<file path="config.mk">
export PLATFORM = sky130hd
export DESIGN_NAME = sprite_list_dma_flat
export DESIGN_NICKNAME = d
export VERILOG_FILES = /design/src/rtl/m92_dma_pkg.sv /design/src/rtl/sprite_list_dma_if.sv /design/src/rtl/sprite_list_dma.sv /design/src/flat_wrapper.sv
export SDC_FILE = /design/constraint.sdc
export NUM_CORES = 1
export LEC_CHECK = 0
export ABC_AREA = 1
export BUFFER_PORTS_ARGS = -buffer_cell sky130_fd_sc_hd__buf_4
export CORE_UTILIZATION = 35
export CTS_CLUSTER_SIZE = 10
export DETAILED_ROUTE_END_ITERATION = 7
export GPL_TIMING_DRIVEN = 0
export PLACE_DENSITY = 0.65
export SKIP_LAST_GASP = 1
export SLEW_MARGIN = 20
export SYNTH_ARGS = -nofsm -noshare
export SYNTH_HDL_FRONTEND = slang
export SYNTH_SLANG_ARGS = --single-unit
</file>
<file path="constraint.sdc">
create_clock -name clk -period 1.5 [get_ports clk]
set_input_delay 0.15 -clock clk [delete_from_list [all_inputs] [get_ports clk]]
set_output_delay 0.15 -clock clk [all_outputs]
set_load 0.01 [all_outputs]
</file>
<file path="src/rtl/m92_dma_pkg.sv">
// Shared definitions for the sprite-list copy engine: FSM states and the write-strobe pattern.
package m92_dma_pkg;

   typedef enum logic [1:0] {
      IDLE   = 2'd0,
      COPY   = 2'd1,
      DRAIN  = 2'd2,
      FINISH = 2'd3
   } dma_state_t;

   localparam logic [1:0] DMA_WE_WORD = 2'b11;

endpackage

</file>
<file path="src/rtl/sprite_list_dma_if.sv">
// Bus bundle between the sprite-list DMA, the object RAM read port and the sprite buffer write port.
interface sprite_list_dma_if #(
   parameter int ADDR_W = 10
);
   logic              start;
   logic              busy;
   logic              done;
   logic              bank;
   logic [ADDR_W-1:0] src_addr;
   logic [15:0]       src_q;
   logic [ADDR_W:0]   dst_addr;
   logic [15:0]       dst_data;
   logic [1:0]        dst_we;

   modport master (
      input  start, src_q,
      output busy, done, bank, src_addr, dst_addr, dst_data, dst_we
   );

   modport slave (
      output start, src_q,
      input  busy, done, bank, src_addr, dst_addr, dst_data, dst_we
   );
endinterface

</file>
<file path="src/rtl/sprite_list_dma.sv">
// Copies WORD_COUNT words from the object RAM into the renderer's idle sprite buffer bank,
// then flips the bank.
module sprite_list_dma
   import m92_dma_pkg::*;
#(
   parameter int ADDR_W     = 10,
   parameter int WORD_COUNT = 1024
) (
   input  logic              clk,
   input  logic              reset,
   input  logic              ce,
   sprite_list_dma_if.master bus
);

   localparam logic [ADDR_W:0] CNT_END = (ADDR_W+1)'(WORD_COUNT);
   localparam logic [ADDR_W:0] CNT_ONE = (ADDR_W+1)'(1);

   dma_state_t        state_q, state_d;
   logic [ADDR_W:0]   cnt_q, cnt_d;
   logic [ADDR_W-1:0] src_addr_q, src_addr_d;
   logic              src_vld_q, src_vld_d;
   logic [ADDR_W-1:0] s1_addr_q, s1_addr_d;
   logic              s1_vld_q, s1_vld_d;
   logic [ADDR_W-1:0] rd_addr_q, rd_addr_d;
   logic [15:0]       cap_q, cap_d;
   logic [ADDR_W:0]   dst_addr_q, dst_addr_d;
   logic [15:0]       dst_data_q, dst_data_d;
   logic [1:0]        dst_we_q, dst_we_d;
   logic              busy_q, busy_d;
   logic              done_q, done_d;
   logic              bank_q, bank_d;

   always_comb begin
      // rd_addr_q mirrors the address the RAM latched, so src_q always belongs to it; cap_q
      // keeps the word for stage 1 even when ce gaps let the source run ahead.
      rd_addr_d  = src_addr_q;
      cap_d      = (rd_addr_q == s1_addr_q) ? bus.src_q : cap_q;

      state_d    = state_q;
      cnt_d      = cnt_q;
      src_addr_d = src_addr_q;
      src_vld_d  = 1'b0;
      s1_addr_d  = src_addr_q;
      s1_vld_d   = src_vld_q;
      busy_d     = busy_q;
      done_d     = 1'b0;
      bank_d     = bank_q;

      if (s1_vld_q) begin
         dst_data_d = cap_d;
         dst_addr_d = {~bank_q, s1_addr_q};
         dst_we_d   = DMA_WE_WORD;
      end else begin
         dst_data_d = dst_data_q;
         dst_addr_d = dst_addr_q;
         dst_we_d   = 2'b00;
      end

      case (state_q)
         IDLE: begin
            if (bus.start) begin
               state_d    = COPY;
               busy_d     = 1'b1;
               src_addr_d = '0;
               src_vld_d  = 1'b1;
               cnt_d      = CNT_ONE;
            end else begin
               state_d    = IDLE;
            end
         end
         COPY: begin
            if (cnt_q == CNT_END) begin
               state_d    = DRAIN;
            end else begin
               src_addr_d = cnt_q[ADDR_W-1:0];
               src_vld_d  = 1'b1;
               cnt_d      = cnt_q + CNT_ONE;
            end
         end
         DRAIN: state_d = FINISH;
         FINISH: begin
            state_d = IDLE;
            done_d  = 1'b1;
            busy_d  = 1'b0;
            bank_d  = ~bank_q;
         end
         default: state_d = IDLE;
      endcase
   end

   always_ff @(posedge clk) begin
      if (reset) begin
         state_q    <= IDLE;
         cnt_q      <= '0;
         src_addr_q <= '0;
         src_vld_q  <= 1'b0;
         s1_addr_q  <= '0;
         s1_vld_q   <= 1'b0;
         rd_addr_q  <= '0;
         cap_q      <= 16'h0000;
         dst_addr_q <= '0;
         dst_data_q <= 16'h0000;
         dst_we_q   <= 2'b00;
         busy_q     <= 1'b0;
         done_q     <= 1'b0;
         bank_q     <= 1'b0;
      end else begin
         rd_addr_q <= rd_addr_d;
         cap_q     <= cap_d;
         if (ce) begin
            state_q    <= state_d;
            cnt_q      <= cnt_d;
            src_addr_q <= src_addr_d;
            src_vld_q  <= src_vld_d;
            s1_addr_q  <= s1_addr_d;
            s1_vld_q   <= s1_vld_d;
            dst_addr_q <= dst_addr_d;
            dst_data_q <= dst_data_d;
            dst_we_q   <= dst_we_d;
            busy_q     <= busy_d;
            done_q     <= done_d;
            bank_q     <= bank_d;
         end
      end
   end

   assign bus.busy     = busy_q;
   assign bus.done     = done_q;
   assign bus.bank     = bank_q;
   assign bus.src_addr = src_addr_q;
   assign bus.dst_addr = dst_addr_q;
   assign bus.dst_data = dst_data_q;
   assign bus.dst_we   = dst_we_q;

endmodule

</file>
<file path="src/flat_wrapper.sv">
// flat-port wrapper written by rule: the top's interface ports become plain ports
module sprite_list_dma_flat import m92_dma_pkg::*;
#(
   parameter int ADDR_W     = 10,
   parameter int WORD_COUNT = 1024
)
  (clk, reset, ce, bus_start, bus_src_q, bus_busy, bus_done, bus_bank, bus_src_addr, bus_dst_addr, bus_dst_data, bus_dst_we);
  sprite_list_dma_if #(.ADDR_W(ADDR_W)) bus_i ();
  input  logic clk;
  input  logic reset;
  input  logic ce;
  input wire logic [$bits(bus_i.start)-1:0] bus_start;
  input wire logic [$bits(bus_i.src_q)-1:0] bus_src_q;
  output wire logic [$bits(bus_i.busy)-1:0] bus_busy;
  output wire logic [$bits(bus_i.done)-1:0] bus_done;
  output wire logic [$bits(bus_i.bank)-1:0] bus_bank;
  output wire logic [$bits(bus_i.src_addr)-1:0] bus_src_addr;
  output wire logic [$bits(bus_i.dst_addr)-1:0] bus_dst_addr;
  output wire logic [$bits(bus_i.dst_data)-1:0] bus_dst_data;
  output wire logic [$bits(bus_i.dst_we)-1:0] bus_dst_we;
  assign bus_i.start = bus_start;
  assign bus_i.src_q = bus_src_q;
  assign bus_busy = bus_i.busy;
  assign bus_done = bus_i.done;
  assign bus_bank = bus_i.bank;
  assign bus_src_addr = bus_i.src_addr;
  assign bus_dst_addr = bus_i.dst_addr;
  assign bus_dst_data = bus_i.dst_data;
  assign bus_dst_we = bus_i.dst_we;
  sprite_list_dma #(.ADDR_W(ADDR_W), .WORD_COUNT(WORD_COUNT)) u_core (.clk(clk), .reset(reset), .ce(ce), .bus(bus_i));
endmodule
</file>
==> out/metrics.cfg, run 1 <==
[sta]
setup_ws_ps=-3.17
finalCriticalPeriod_ps=1500
fin_tns_setup_ps=-3.17
slew_headroom=0.610
worst_pin_slew_ps=584
fmax_mhz=665
grt_setup_unrepaired=true
setup_viol=1
worst_clock_skew_ps=8.44
hold_viol=0
period_share=1.00
maxSlewViolCount=0

[synthesis]
ys_types=29
synth_edf_count=0
synthAdderAreaFrac=0.0187
synth.area.mux_share=0
yosysSeqAreaShare=0.460
ys_warn_count=0
syn_inst=535
synth-compound-area-share=0.154
synth_most_common_cell=nand2_1
synthXorXnorAreaFrac=0.00437
avgSynthCellArea_um2=7.49
synth_simple_gate_area_frac=0.248
synth_ff_type=dfxtp_1
synth_area_leader_cell=dfxtp_1
syn_nets=561
synth_commonest_cells=nand2_1 (95), dfxtp_1 (92), inv_1 (77)
synth_top_family_by_area=simple AND/OR/NAND/NOR gates
async_flop_share=0
ys_ff_latch=92
synth_top_area_share=0.460
synthTopCellsByArea=dfxtp_1 (46%), nand2_1 (8.9%), inv_1 (7.2%)
syn_area_um2=4010

[clock_tree]
cts-root-buf=clkbuf_16
cts_buffer_depth=2
numClockSinks=92
clk_pin_slew_worst_paths_ps=70
numCtsBuffers=9
cts_tree=done
clkLatencyLatePin_ps=340
htree_levels=3

[worst_setup_path]
cp-end-kind=flip-flop
r2r_slack_ps=-3
path_max_fanout=6
path_class=reg2reg
worst_ep_arrival_time_ps=1740
r2r-end=u_core.bus.dst_data[4]$_SDFFE_PP0P_
reg2reg_depth=10
required_ps=1740
cp-start-kind=flip-flop
r2r-start=u_core.s1_addr_q[2]$_SDFFE_PP0P_

[pwr]
netSwitchingFraction=0.263
p_switching_uw=1620
p_comb_frac=0.173
p_int_uw=4530
power_frac_clock=0.401
leakage_uw=0.00240
worst_ir_drop_vdd_mv=0.494
p_seq_frac=0.426
power_density_nw_per_um2=1100
total_power_uw=6140

[hold_path]
hold_path_class=in2reg
hp-start=reset
holdPathEnd=u_core.rd_addr_q[9]$_SDFF_PP0_
holdPathStages=2

[die]
rows=38
io_pins=62
fp.dieW_um=109
start_util=0.365
die_area_um2=11900
die_h_um=109
coreArea_um2=11000

[outcome]
status=finished, violations left
violations=setup timing

[routing]
met3_length_um=508
wl_per_cell_um=13.8
route.met2.wl_um=5490
drc=0
top_layer_used=met4
met1_length_um=4490
dr.pass1.iters=4
dr.first_iter.drc_count=217
num_vias=3698
vias_per_cell=4.82
drt_wl_total_um=10600
drtAntennaViolNets=0

[grt]
grt_usage=0.174
antenna_found_initial=0
grt_max_degree=16
grt_pass1_vias=3467
overflow=0
grt_pass1_wl_um=15800

[place]
dp_cells=736
portBuffers=61
dp.final_hpwl_um=7170
routabilityCongestion=0.876

[final_layout]
syn2layout_area_growth_pct=39.6
fin_cells=768
drive_above_1_share=0.331
fin_nets=649
num_antenna_cells=0
regArea_um2=1870
fillerInstances=1022
finalCoreUtilization=0.509
multi_input_area_um2=2090

[flow_run]
drv_cap=0

[critical path, cell delays in order (launching register included)]
cell and delay (ps):
dfxtp_2 350, inv_2 60, nand2_2 70, nand2_2 60, nor2_4 160, nand3_4 150
buf_6 160, o21bai_1 170, nand3_1 100, nand2_1 70, inv_1 30
[cell families (layout without fill, tap and decap cells)]
kind of cell / count (synthesis) / count (layout)
buf+inv: 110 / 202
flops: 92 / 92
simple gates: 220 / 221
xor+xnor: 2 / 2
fa+ha+maj: 6 / 6
compound gates: 105 / 105
[power by group through the flow]
stage / sequential [µW] / clock (µW) / combinational [µW]
final: 2620 / 2460 / 1060
after global routing: 2630 / 2620 / 1160
after CTS: 2610 / 2500 / 802
after detailed placement: 2670 / 0 / 747
after global placement: 2660 / 0 / 729
after floorplan: 2670 / 0 / 485
[sequential cells by signal, indices dropped and copies added (netlist names)]
| register | cells |
|---|---|
| u_core.bus.src_addr | 10 |
| u_core.s1_vld_d | 1 |
| u_core.rd_addr_q | 10 |
| u_core.cap_q | 16 |
| u_core.bus.done | 1 |
| u_core.bus.dst_we | 1 |
| u_core.cnt_q | 11 |
| u_core.bus.busy | 1 |
| u_core.state_q | 2 |
| u_core.s1_vld_q | 1 |
| u_core.bus.dst_data | 16 |
| u_core.bus.dst_addr | 11 |
| u_core.s1_addr_q | 10 |
| u_core.bus.bank | 1 |
[cell type report]
class | count | area share
multi-input combinational | 334 | 0.374
sequential | 92 | 0.334
timing repair buffer | 76 | 0.109
inverter | 86 | 0.0604
clock buffer | 10 | 0.0427
buffer | 24 | 0.0333
tap | 140 | 0.0313
clock inverter | 6 | 0.0154
[through the flow]
step	instance area, µm²	worst slack, ps	hold slack [ps]
after floorplan	4010	37.4	234
after global placement	4640	-271	385
after detailed placement	4640	-325	386
after CTS	5060	4.71	22.9
after global routing	5590	-111	29.2
final	5590	-3.17	36.0
[routing by layer]
layer	global-route usage	up-vias
met4	0.0598	0
met1	0.202	1715
met3	0.0436	7
li1	-	1885
met2	0.307	91
met5	0	-
[cells in the final DEF, fill, tap and decap left out, types with 4 or more instances in the layout]
master	instances
o21ai_0	25
o22ai_1	4
dfxtp_1	77
nand3_4	6
nand2_4	4
buf_2	5
nand3_1	33
nand2_2	9
nor2_1	52
inv_2	11
o22ai_2	4
clkbuf_1	9
a21oi_2	4
nand3_2	12
a21oi_1	48
nor2_4	7
nand2_1	86
dfxtp_2	12
o21bai_4	11
buf_4	74
nor2_2	4
inv_1	69
clkbuf_16	11
[worst max-delay path by stage]
stage | from | cells after the start | end
final | u_core.s1_addr_q[2]$_SDFFE_PP0P_ | 10 | u_core.bus.dst_data[4]$_SDFFE_PP0P_
after global routing | u_core.cnt_q[0]$_SDFFE_PP0P_ | 11 | u_core.cnt_q[7]$_SDFFE_PP0P_
after CTS | u_core.s1_addr_q[3]$_SDFFE_PP0P_ | 10 | u_core.bus.dst_data[8]$_SDFFE_PP0P_
after detailed placement | u_core.state_q[1]$_SDFFE_PP0P_ | 8 | u_core.cnt_q[6]$_SDFFE_PP0P_
after global placement | u_core.state_q[1]$_SDFFE_PP0P_ | 8 | u_core.cnt_q[6]$_SDFFE_PP0P_
after floorplan | u_core.state_q[1]$_SDFFE_PP0P_ | 9 | u_core.cnt_q[7]$_SDFFE_PP0P_
[repair_timing]
item	4_1_cts	5_1_grt
gates resized for setup	22	99
setup endpoints to repair	35	50
pin swaps	3	16
setup buffers	5	7
gates cloned	0	4
hold buffers	0	0
Power figures use the tool's default switching activity.
==> run 2, diff against run 1 <==
Settings changed: BUFFER_PORTS_ARGS -buffer_cell sky130_fd_sc_hd__buf_4 to not set, DONT_BUFFER_PORTS set to 1, PLACE_DENSITY 0.65 to 0.6.
==> out/metrics.cfg, run 2 (synthesis results as in run 1) <==
[die]
die_area_um2=11900
start_util=0.365
die_h_um=109
io_pins=62
fp.dieW_um=109
rows=38
coreArea_um2=11000

[grt]
overflow=0
grt_pass1_wl_um=16200
grt_usage=0.182
antenna_found_initial=0
grt_pass1_vias=3347
grt_max_degree=14

[clock_tree]
cts_buffer_depth=2
numCtsBuffers=9
htree_levels=3
clkLatencyLatePin_ps=340
cts_tree=done
clk_pin_slew_worst_paths_ps=60
numClockSinks=92
cts-root-buf=clkbuf_16

[sta]
hold_viol=0
fin_tns_setup_ps=0
slew_headroom=0.556
finalCriticalPeriod_ps=1470
period_share=0.982
fmax_mhz=679
grt_setup_unrepaired=true
maxSlewViolCount=0
worst_clock_skew_ps=8.51
setup_viol=0
worst_pin_slew_ps=667

[routing]
num_vias=3614
dr.pass1.iters=6
drc=0
drt_wl_total_um=11200
dr.first_iter.drc_count=273
vias_per_cell=4.98
drtAntennaViolNets=0
wl_per_cell_um=15.4

[place]
portBuffers=0
dp.final_hpwl_um=6960
routabilityCongestion=0.878

[pwr]
worst_ir_drop_vdd_mv=0.830
total_power_uw=5780
power_density_nw_per_um2=1070
leakage_uw=0.00218

[worst_setup_path]
path_class=reg2reg
cp-start-kind=flip-flop
r2r-start=u_core.state_q[1]$_SDFFE_PP0P_
reg2reg_depth=10
r2r-end=u_core.bus.src_addr[9]$_SDFFE_PP0P_
path_max_fanout=5
worst_ep_arrival_time_ps=1760
r2r_slack_ps=30
required_ps=1780
cp-end-kind=flip-flop
crit_start=u_core.state_q[1]$_SDFFE_PP0P_
crit_end=u_core.bus.src_addr[9]$_SDFFE_PP0P_

[outcome]
status=finished, final reports clean

[final_layout]
final_cell_mix=nand2_1 (83), dfxtp_1 (75), inv_1 (70)
final_common_cell=nand2_1
fin_nets=608
syn2layout_area_growth_pct=34.8
num_antenna_cells=0
fillerInstances=985
drive_above_1_share=0.280
finalCoreUtilization=0.492

[flow_run]
drv_cap=0

[hold_path]
hold_path_class=in2reg

-- run 2: changes by cell type in the layout (fill, tap and decap cells not counted), sizes merged --
cell	change
buf	-56
dlygate4sd3	+13
clkbuf	+4
bufinv	-2
clkinv	-1
inv	-1
-- run 2: layer usage --
metal | share of wire | vias up | global-route usage
met5 | 0 | - | 0
li1 | - | 1798 | -
met1 | 0.40 | 1701 | 0.208
met2 | 0.50 | 92 | 0.298
met3 | 0.069 | 23 | 0.0634
met4 | 0.025 | 0 | 0.0965
-- run 2: repair_timing --
item	CTS	global route
buffers inserted	7	9
hold buffers	13	0
pin swaps	10	30
hold endpoints to repair	13	0
gates cloned	3	4
gates resized for setup	30	117
setup endpoints to repair	41	53
-- run 2: worst max-delay path: stages (launching register included) --
cell,delay [ps]
dfxtp_4,370
inv_4,50
ha_4,160
inv_1,70
nor2_2,50
nor2_4,120
nand3_4,140
buf_6,170
inv_8,70
nand2_4,70
o21ai_1,130
-- run 2: power by group --
| group | switching, µW | internal, µW | leakage (µW) | total, µW |
|---|---|---|---|---|
| logic | 605 | 468 | 0.00130 | 1070 |
| clock network | 913 | 1150 | 0.000125 | 2060 |
| registers | 88.8 | 2550 | 0.000757 | 2640 |
-- run 2: worst min-delay path by stage --
stage	start	to	slack [ps]	cells past startpoint
2_1_floorplan	reset	u_core.rd_addr_q[9]$_SDFF_PP0_	230	1
4_1_cts	bus_src_q[2]	u_core.cap_q[2]$_SDFF_PP0_	3	2
3_5_place_dp	reset	u_core.rd_addr_q[9]$_SDFF_PP0_	250	1
5_1_grt	bus_src_q[5]	u_core.cap_q[5]$_SDFF_PP0_	20	2
6_report	bus_src_q[5]	u_core.cap_q[5]$_SDFF_PP0_	20	2
3_3_place_gp	reset	u_core.rd_addr_q[9]$_SDFF_PP0_	250	1
-- run 2: area by class of cell --
type | instances | area, µm² | share of cell area
plain buffers | 24 | 186 | 0.0345
clock buffers | 12 | 246 | 0.0456
clock inverters | 2 | 12.5 | 0.00232
inverters | 86 | 343 | 0.0635
multi-input cells | 334 | 2190 | 0.405
flip-flops and latches | 92 | 1870 | 0.346
well taps | 140 | 175 | 0.0324
repair buffers | 35 | 378 | 0.0700
-- run 2: stage by stage --
| step | instances | setup slack [ps] | area, µm² | hold slack [ps] |
|---|---|---|---|---|
| final | 725 | 27.0 | 5400 | 18.4 |
| after global routing | 725 | -76.5 | 5400 | 24.9 |
| after CTS | 712 | 0.363 | 4720 | 3.08 |
| after detailed placement | 675 | -323 | 4180 | 249 |
| after global placement | 675 | -263 | 4180 | 248 |
| after floorplan | 535 | 37.4 | 4010 | 234 |
